File: src/rtl/dmem_req_ctrl.sv
// Data-side memory request issuer: one outstanding load/store on an SRAM-like
// req/addr_ok/data_ok bus, with store lane formatting and flush cancellation.
module dmem_req_ctrl #(
    parameter int ADDR_W = 32
) (
    input  logic              clk,
    input  logic              rst,
    input  logic              in_valid,
    output logic              in_ready,
    input  logic [7:0]        in_mem_op,
    input  logic [ADDR_W-1:0] in_addr,
    input  logic [31:0]       in_wdata,
    input  logic              in_exc,
    input  logic              flush,
    output logic              out_valid,
    input  logic              out_ready,
    output logic [31:0]       out_rdata,
    output logic              out_ale,
    output logic              data_req,
    output logic              data_wr,
    output logic [1:0]        data_size,
    output logic [3:0]        data_wstrb,
    output logic [ADDR_W-1:0] data_addr,
    output logic [31:0]       data_wdata,
    input  logic              data_addr_ok,
    input  logic              data_data_ok,
    input  logic [31:0]       data_rdata
);

    typedef enum logic [1:0] {
        S_IDLE,
        S_REQ,
        S_WAIT,
        S_HOLD
    } state_e;

    state_e state_q, state_d;
    logic   cancel_q, cancel_d;

    logic              wr_q;
    logic [1:0]        size_q;
    logic [3:0]        wstrb_q;
    logic [ADDR_W-1:0] addr_q;
    logic [31:0]       wdata_q;
    logic [31:0]       rdata_q;
    logic              ale_q;

    logic        is_byte, is_half, is_word, is_store;
    logic        ale, skip_bus, accept, resp_kept;
    logic [1:0]  size_new;
    logic [3:0]  wstrb_new;
    logic [31:0] wdata_new;

    assign is_byte  = in_mem_op[0] | in_mem_op[3] | in_mem_op[5];
    assign is_half  = in_mem_op[1] | in_mem_op[4] | in_mem_op[6];
    assign is_word  = in_mem_op[2] | in_mem_op[7];
    assign is_store = |in_mem_op[7:5];
    assign ale      = (is_half && in_addr[0]) || (is_word && (in_addr[1:0] != 2'b00));
    assign skip_bus = ale || in_exc;
    // flush blocks acceptance even while in_ready is shown high in IDLE
    assign accept   = in_valid && in_ready && !flush;
    // A response is only kept if no flush hit this transaction
    assign resp_kept = (state_q == S_WAIT) && data_data_ok && !cancel_q && !flush;

    // Store lane formatting; loads carry no strobes and no data
    always_comb begin
        // NOTE: every combinationally driven signal gets a default first so no latch is inferred.
        size_new  = 2'd0;
        wstrb_new = 4'b0000;
        wdata_new = 32'h0;
        if (is_half) size_new = 2'd1;
        if (is_word) size_new = 2'd2;
        if (in_mem_op[5]) begin
            wstrb_new = 4'b0001 << in_addr[1:0];
            wdata_new = {4{in_wdata[7:0]}};
        end else if (in_mem_op[6]) begin
            wstrb_new = in_addr[1] ? 4'b1100 : 4'b0011;
            wdata_new = {2{in_wdata[15:0]}};
        end else if (in_mem_op[7]) begin
            wstrb_new = 4'b1111;
            wdata_new = in_wdata;
        end
    end

    // State register
    always_ff @(posedge clk or negedge rst) begin
        // NOTE: sequential state uses non-blocking assignments only, so all flops sample together.
        if (!rst) begin
            state_q  <= S_IDLE;
            cancel_q <= 1'b0;
        end else begin
            state_q  <= state_d;
            cancel_q <= cancel_d;
        end
    end

    // Next-state logic
    always_comb begin
        state_d  = state_q;
        cancel_d = cancel_q;
        unique case (state_q)
            S_IDLE: begin
                if (accept) state_d = skip_bus ? S_HOLD : S_REQ;
            end
            S_REQ: begin
                if (flush)        cancel_d = 1'b1;
                if (data_addr_ok) state_d  = S_WAIT;
            end
            S_WAIT: begin
                if (flush) cancel_d = 1'b1;
                if (data_data_ok) begin
                    cancel_d = 1'b0;
                    state_d  = (cancel_q || flush) ? S_IDLE : S_HOLD;
                end
            end
            S_HOLD: begin
                if (flush) begin
                    state_d = S_IDLE;
                end else if (out_ready) begin
                    if (accept) state_d = skip_bus ? S_HOLD : S_REQ;
                    else        state_d = S_IDLE;
                end
            end
            default: state_d = S_IDLE;
        endcase
    end

    // Output logic
    always_comb begin
        in_ready  = (state_q == S_IDLE) ||
                    ((state_q == S_HOLD) && out_ready && !flush);
        data_req  = (state_q == S_REQ);
        out_valid = (state_q == S_HOLD);
        out_ale   = (state_q == S_HOLD) && ale_q;
    end

    // Captured request fields and the returned word
    always_ff @(posedge clk or negedge rst) begin
        if (!rst) begin
            wr_q    <= 1'b0;
            size_q  <= 2'd0;
            wstrb_q <= 4'b0000;
            addr_q  <= '0;
            wdata_q <= 32'h0;
            rdata_q <= 32'h0;
            ale_q   <= 1'b0;
        end else if (accept) begin
            wr_q    <= is_store;
            size_q  <= size_new;
            wstrb_q <= wstrb_new;
            addr_q  <= in_addr;
            wdata_q <= wdata_new;
            rdata_q <= 32'h0;
            ale_q   <= ale;
        end else if (resp_kept) begin
            rdata_q <= wr_q ? 32'h0 : data_rdata;
        end
    end

    assign data_wr    = wr_q;
    assign data_size  = size_q;
    assign data_wstrb = wstrb_q;
    assign data_addr  = addr_q;
    assign data_wdata = wdata_q;
    assign out_rdata  = rdata_q;

endmodule

File: config.mk
export PLATFORM = sky130hd
export DESIGN_NAME = dmem_req_ctrl
export DESIGN_NICKNAME = d
export VERILOG_FILES = /design/src/rtl/dmem_req_ctrl.sv
export SDC_FILE = /design/constraint.sdc
export NUM_CORES = 1
export LEC_CHECK = 0
export ABC_CLOCK_PERIOD_IN_PS = 1800
export BUFFER_PORTS_ARGS = -buffer_cell sky130_fd_sc_hd__clkbuf_2
export CORE_MARGIN = 8
export CORE_UTILIZATION = 35
export CTS_BUF_LIST = sky130_fd_sc_hd__clkbuf_4
export CTS_CLUSTER_DIAMETER = 200
export CTS_CLUSTER_SIZE = 12
export DETAILED_ROUTE_END_ITERATION = 10
export GPL_TIMING_DRIVEN = 0
export SYNTH_ARGS = -nofsm -noshare
export SYNTH_HDL_FRONTEND = slang
export SYNTH_SLANG_ARGS = --single-unit
File: constraint.sdc
create_clock -name clk -period 1.8 [get_ports clk]
set_input_delay 0 -clock clk [delete_from_list [all_inputs] [get_ports clk]]
set_output_delay 0 -clock clk [all_outputs]
set_load 0.02 [all_outputs]
; ---- After elaboration in Yosys (flattened, before gate mapping)
; Index checks and enable logic that the tools add are counted.
[classes]
n_addsub = 0
n_mul = 0
div_mod_pow = 0
n_lt_le_gt_ge = 0
n_eq_ne = 7
n_shift = 1
n_mux = 24
bitwise = 3
reduce_logical = 22
[op_table]
columns = op, n
row1 = $mux 32, 6
row2 = $mux 2, 9
row3 = $mux 4, 4
row4 = $logic_and 1x1->1, 10
row5 = $pmux 2 s4, 1
row6 = $reduce_bool 2->1, 3
row7 = $eq 2x2->1 const B, 2
row8 = $logic_or 1x1->1, 4
row9 = $ne 2x2->1 const B, 2
row10 = $reduce_and 4->1, 1
row11 = $shl 1x2->4 const A, 1
row12 = $mux 1, 3
row13 = $ne 3x2->1 const B, 1
row14 = $or 1x1->1, 3
row15 = $reduce_or 3->1, 1
row16 = $eq 2x1->1 const B, 1
row17 = $logic_not 1->1, 2
row18 = $logic_not 2->1, 1
row19 = $ne 2x1->1 const B, 1
row20 = $pmux 1 s2, 1
[totals]
register_bits = 107
latch_bits = 0
ramBits = 0
rom_bits = 0
out_inout_bits = 107
wordCells = 66
mem_count = 0

; ---- Longest topological paths before layout
[depth]
ltp_word = 10
ltp_mapped = 7
depth_no_buf = 6

; ---- Worst setup path after synthesis
; Ideal clock, no wire load.
[synth_timing]
path_kind = reg-to-reg
start = reg state_q[0]
end = reg rdata_q[11], in the netlist out_rdata[11]
setup_ns = 0.073
t_arrival_ns = 1.566
t_required_ns = 1.727
setup_slack_ns = 0.161
stages_incl_launch_ff = 8
n_path_buf = 3
path_cell_list = dfrtp_1 ha_1 and2_4 o21a_1 buf_2 buf_4 buf_6 a21oi_2
[synth_between]
elab_chain_len = 7
[synth_lines]
columns = element, line_no
row1 = from (decl), 37  ; state_e state_q, state_d;
row2 = from (signal assigned), 92  ; state_q <= state_d;
row3 = $eq 2x2->1 *, n/a
row4 = named net out_valid, 15  ; output logic out_valid,
row5 = $logic_and 1x1->1 * (2 in series), 131  ; ((state_q == S_HOLD) && out_ready && !flush);
row6 = $logic_or 1x1->1 *, 130  ; in_ready = (state_q == S_IDLE) ||
row7 = $logic_and 1x1->1 * (2 in series), 61  ; assign accept = in_valid && in_ready && !flush;
row8 = $mux 32 / $reduce_bool 2->1 (equally long branches), n/a
row9 = to (signal assigned), 156  ; rdata_q <= wr_q ? 32'h0 : data_rdata;
row10 = to (decl), 45  ; logic [31:0] rdata_q;
; The timed path passes the listed nets; every way through them passes the cells marked *.
; A chain may end at the register's enable or synchronous reset.

; ---- Worst setup path in the final report
[layout_timing]
start = reg state_q[0]
end = reg rdata_q[24], in the netlist out_rdata[24]
[layout_between]
elab_chain_len = 7
[layout_lines]
columns = element, line_no
row1 = $eq 2x2->1, 131
row2 = $logic_and 1x1->1 (2 in series), 131
row3 = $logic_or 1x1->1, 130
row4 = $logic_and 1x1->1 (2 in series), 61
row5 = $mux 32 / $reduce_bool 2->1 (equally long branches), n/a
; Parallel ways exist; a longest one is shown, timed or not.

==> flow_summary.toml <==
[status]
status = "finished clean"

[placed_design]
port-buffer-count = 215
dp_hpwl_um = 12040
dp_cells = 917
gp_congestion = 0.8250

[floorplanning]
fp.dieH_um = 134.0
floorplan.initialDensity_pct = 35.49
dieWidth_um = 134.0
num_rows = 43
dieArea_mm2 = 0.01794
core_mm2 = 0.01372
io_pins = 219

[sta]
fin_crit_ns = 1.756
max_freq_mhz = 569.4
setup_tns_ns = 0
worst_pin_slew_ns = 0.8605
fin_crit_sh_pct = 97.57
fin_worst_skew_ns = 0.01327
slew-limit-headroom_pct = 42.63
rsz0062_at_grt = "true"
drv_slew = 0
finalSetupViolCount = 0
hold_viol_final = 0

[setup_path]
timing.rr.end = "out_rdata[24]"
timing.critical_path.mode_cell = "buf_6"
cp_num_buf_inv = 3
crit_chain = "ha_1 > and2_4 > o21a_1 > clkbuf_4 > buf_6 > buf_6 > a21oi_2"
slowest_stage = "dfrtp_1"
crit_fanout = 10
critPathKind = "reg -> reg"
cp.arrival_ns = 2.15
reg2reg_depth = 7
worst-path-stages = 7
crit_path_end_kind = "register"
reg2reg_slack_ns = 0.04
timing.rr.start = "state_q[0]"
critPathTopFamily = "buffers and inverters"
crit_start = "state_q[0]"
cpPeakStageDelay_ns = 0.43
required_ns = 2.20
start_kind = "register"

[power]
switching_share_pct = 44.88
p_switching_mw = 4.463
ir_worst_vdd_v = 0.0007561
power.leakage_nw = 3.802
pwr-share-seq_pct = 39.9
cellPowerDensity_mw_per_mm2 = 1334
pwr-share-clk_pct = 11.2
p_int_mw = 5.481
power_frac_comb_pct = 48.8

[layout]
fin_nets = 977
final_cells = 1046
layout-drive-gt1-share_pct = 33.06
syn_to_final_growth_pct = 53.13

[global_routing]
grt_usage_pct = 19.23
grt_antenna_before_repair = 0
use_met1_pct = 23.02
grt_pass1_wl_um = 27830
met2_usage_pct = 31.50
grt_max_degree = 108
grt_pass1_vias = 5415
grt_overflow = 0
grt_use_met3_pct = 6.245
grt_busiest_layer = "met2"

[hold_path]
min_to = "ale_q"
whs_path_depth = 5
min_from = "in_mem_op[4]"
min_path_type = "in -> reg"

[logic_synthesis]
synth.most_common_cell = "nand2_1"
seq_area_frac_synth_pct = 54.98
synth_edf_count = 0
yosys.cell_types.count = 35
synthFlopType = "dfrtp_1"
synth_top_cell_by_area = "dfrtp_1"
synth.cell_area_mm2 = 0.004870
synth_common_cells = "170 x nand2_1, 107 x dfrtp_1, 34 x nor2_1"
synth.area.top_cells = "dfrtp_1 55%, nand2_1 13%, nand3b_1 4.9%, a21oi_2 3.6%, a221oi_1 3.2%"
synth_top_area_share_pct = 54.98
synthArstFlopShare_pct = 100.0
avgSynthCellArea_um2 = 9.329
syn_inst = 522
synth_nets = 639
synth-seq-cells = 107
ys_warn_count = 0

[clock_network]
cts_tree = "yes"
htree_levels = 3
clock_sinks = 107
root_buffer = "clkbuf_4"
cts.clk_slew.worst_paths_ns = 0.15
cts-buffers-inserted = 9
cts_buffer_depth = 2
clk_latency_ns = 0.47

[drt]
routed_wl_um = 17150
wl_per_cell_um = 16.40
drtIter0Drc = 309
drcViolationCount = 0
via_count = 5061
drtPass1Iterations = 4
ant_nets = 0
vias_per_cell = 4.838

[run]
maxCapViolCount = 0
[repair_timing]
action                                 CTS  global route
hold buffers                           110             0
setup endpoints to repair               86            54
cloned                                   0             0
setup buffers                            0             2
endpoints found under the hold margin  213             0
pin swaps                                0             2
resized for setup                        6            10
[routing by layer]
| metal | wire length (µm) | part of all wire (%) |
|---|---|---|
| met5 | 0 | 0 |
| met4 | 340 | 2.0 |
| met3 | 1462 | 8.5 |
| met2 | 8237 | 48 |
| met1 | 7112 | 41 |
[placed cells by master (no fill, tap or decap), types with 2 or more instances in the layout]
cell / Yosys / layout
a22oi_1: 4 / 4
nand2_1: 170 / 170
dlygate4sd3_1: 0 / 110
buf_1: 1 / 2
inv_1: 8 / 8
clkinv_4: 0 / 2
clkbuf_1: 15 / 9
nor2b_1: 9 / 9
a221oi_1: 18 / 18
o31ai_1: 9 / 9
nand3b_1: 32 / 32
and3_1: 2 / 2
nand3_1: 17 / 17
buf_6: 5 / 7
dfrtp_1: 107 / 107
buf_2: 14 / 12
o21a_1: 2 / 2
clkbuf_4: 0 / 12
nor2_1: 34 / 34
o21ai_0: 8 / 8
a21oi_1: 16 / 16
ha_1: 5 / 4
clkbuf_2: 0 / 218
a21oi_2: 20 / 20
buf_4: 4 / 4
clkinv_2: 0 / 2
a31oi_1: 9 / 9
[power groups by stage]
stage	Clock (mW)	Combinational [mW]	Sequential, mW
after floorplan	0	1.70	5.08
after global placement	0	4.53	3.97
after detailed placement	0	4.61	4.00
after CTS	1.17	4.84	3.97
after global routing	1.25	5.29	4.10
final	1.11	4.86	3.97
[logic make-up (layout without fill, tap and decap cells)]
| family | Yosys count | in the layout | synth area share (%) |
|---|---|---|---|
| compound gates | 92 | 92 | 13.85 |
| fa+ha+maj | 5 | 5 | 1.285 |
| buf+inv | 47 | 390 | 5.062 |
| flops | 107 | 107 | 54.98 |
| other cells | 0 | 1 | 0 |
| simple gates | 271 | 271 | 24.82 |
[worst register-to-register path, stage by stage, from the launching register on]
cell and delay [ns]:
dfrtp_1 0.43, ha_1 0.27, and2_4 0.20, o21a_1 0.17, clkbuf_4 0.20, buf_6 0.17
buf_6 0.16, a21oi_2 0.11
[final cells by class]
type	count	area [µm²]
fillers	1269	6262
flip-flops and latches	107	2678
repair buffers	327	2213
multi-input cells	368	1956
plain buffers	39	237.7
well taps	180	225.2
clock buffers	10	75.07
clock inverters	6	40.04
inverters	8	30.03
diodes	1	2.502
[sequential cells by signal, summed over array words and instances (netlist names)]
signal,cells
data_wdata,32
data_wstrb,4
data_wr,1
out_rdata,32
state_q,2
ale_q,1
cancel_q,1
data_size,2
data_addr,32
[metrics by stage]
stage	utilization (%)	worst slack, ns	area (µm²)	hold WS, ns	total power [mW]
after floorplan	-	0.1609	4870	-0.2956	6.781
after global placement	44.98	-0.7847	6171	0.1919	8.500
after detailed placement	45.04	-0.1365	6180	0.1867	8.610
after CTS	54.03	-0.007062	7412	0.03385	9.984
after global routing	54.34	-0.06689	7455	0.1028	10.64
final	54.35	0.04377	7457	0.05383	9.944
[how the worst max path moves through the flow]
stage	to	slack [ns]
finish	out_rdata[24]	0.04
global route	out_rdata[6]	-0.07
CTS	out_rdata[24]	-0.007
detailed placement	data_addr[20]	-0.14
global placement	data_addr[8]	-0.78
floorplan	out_rdata[11]	0.16
Power figures use the tool's default switching activity.
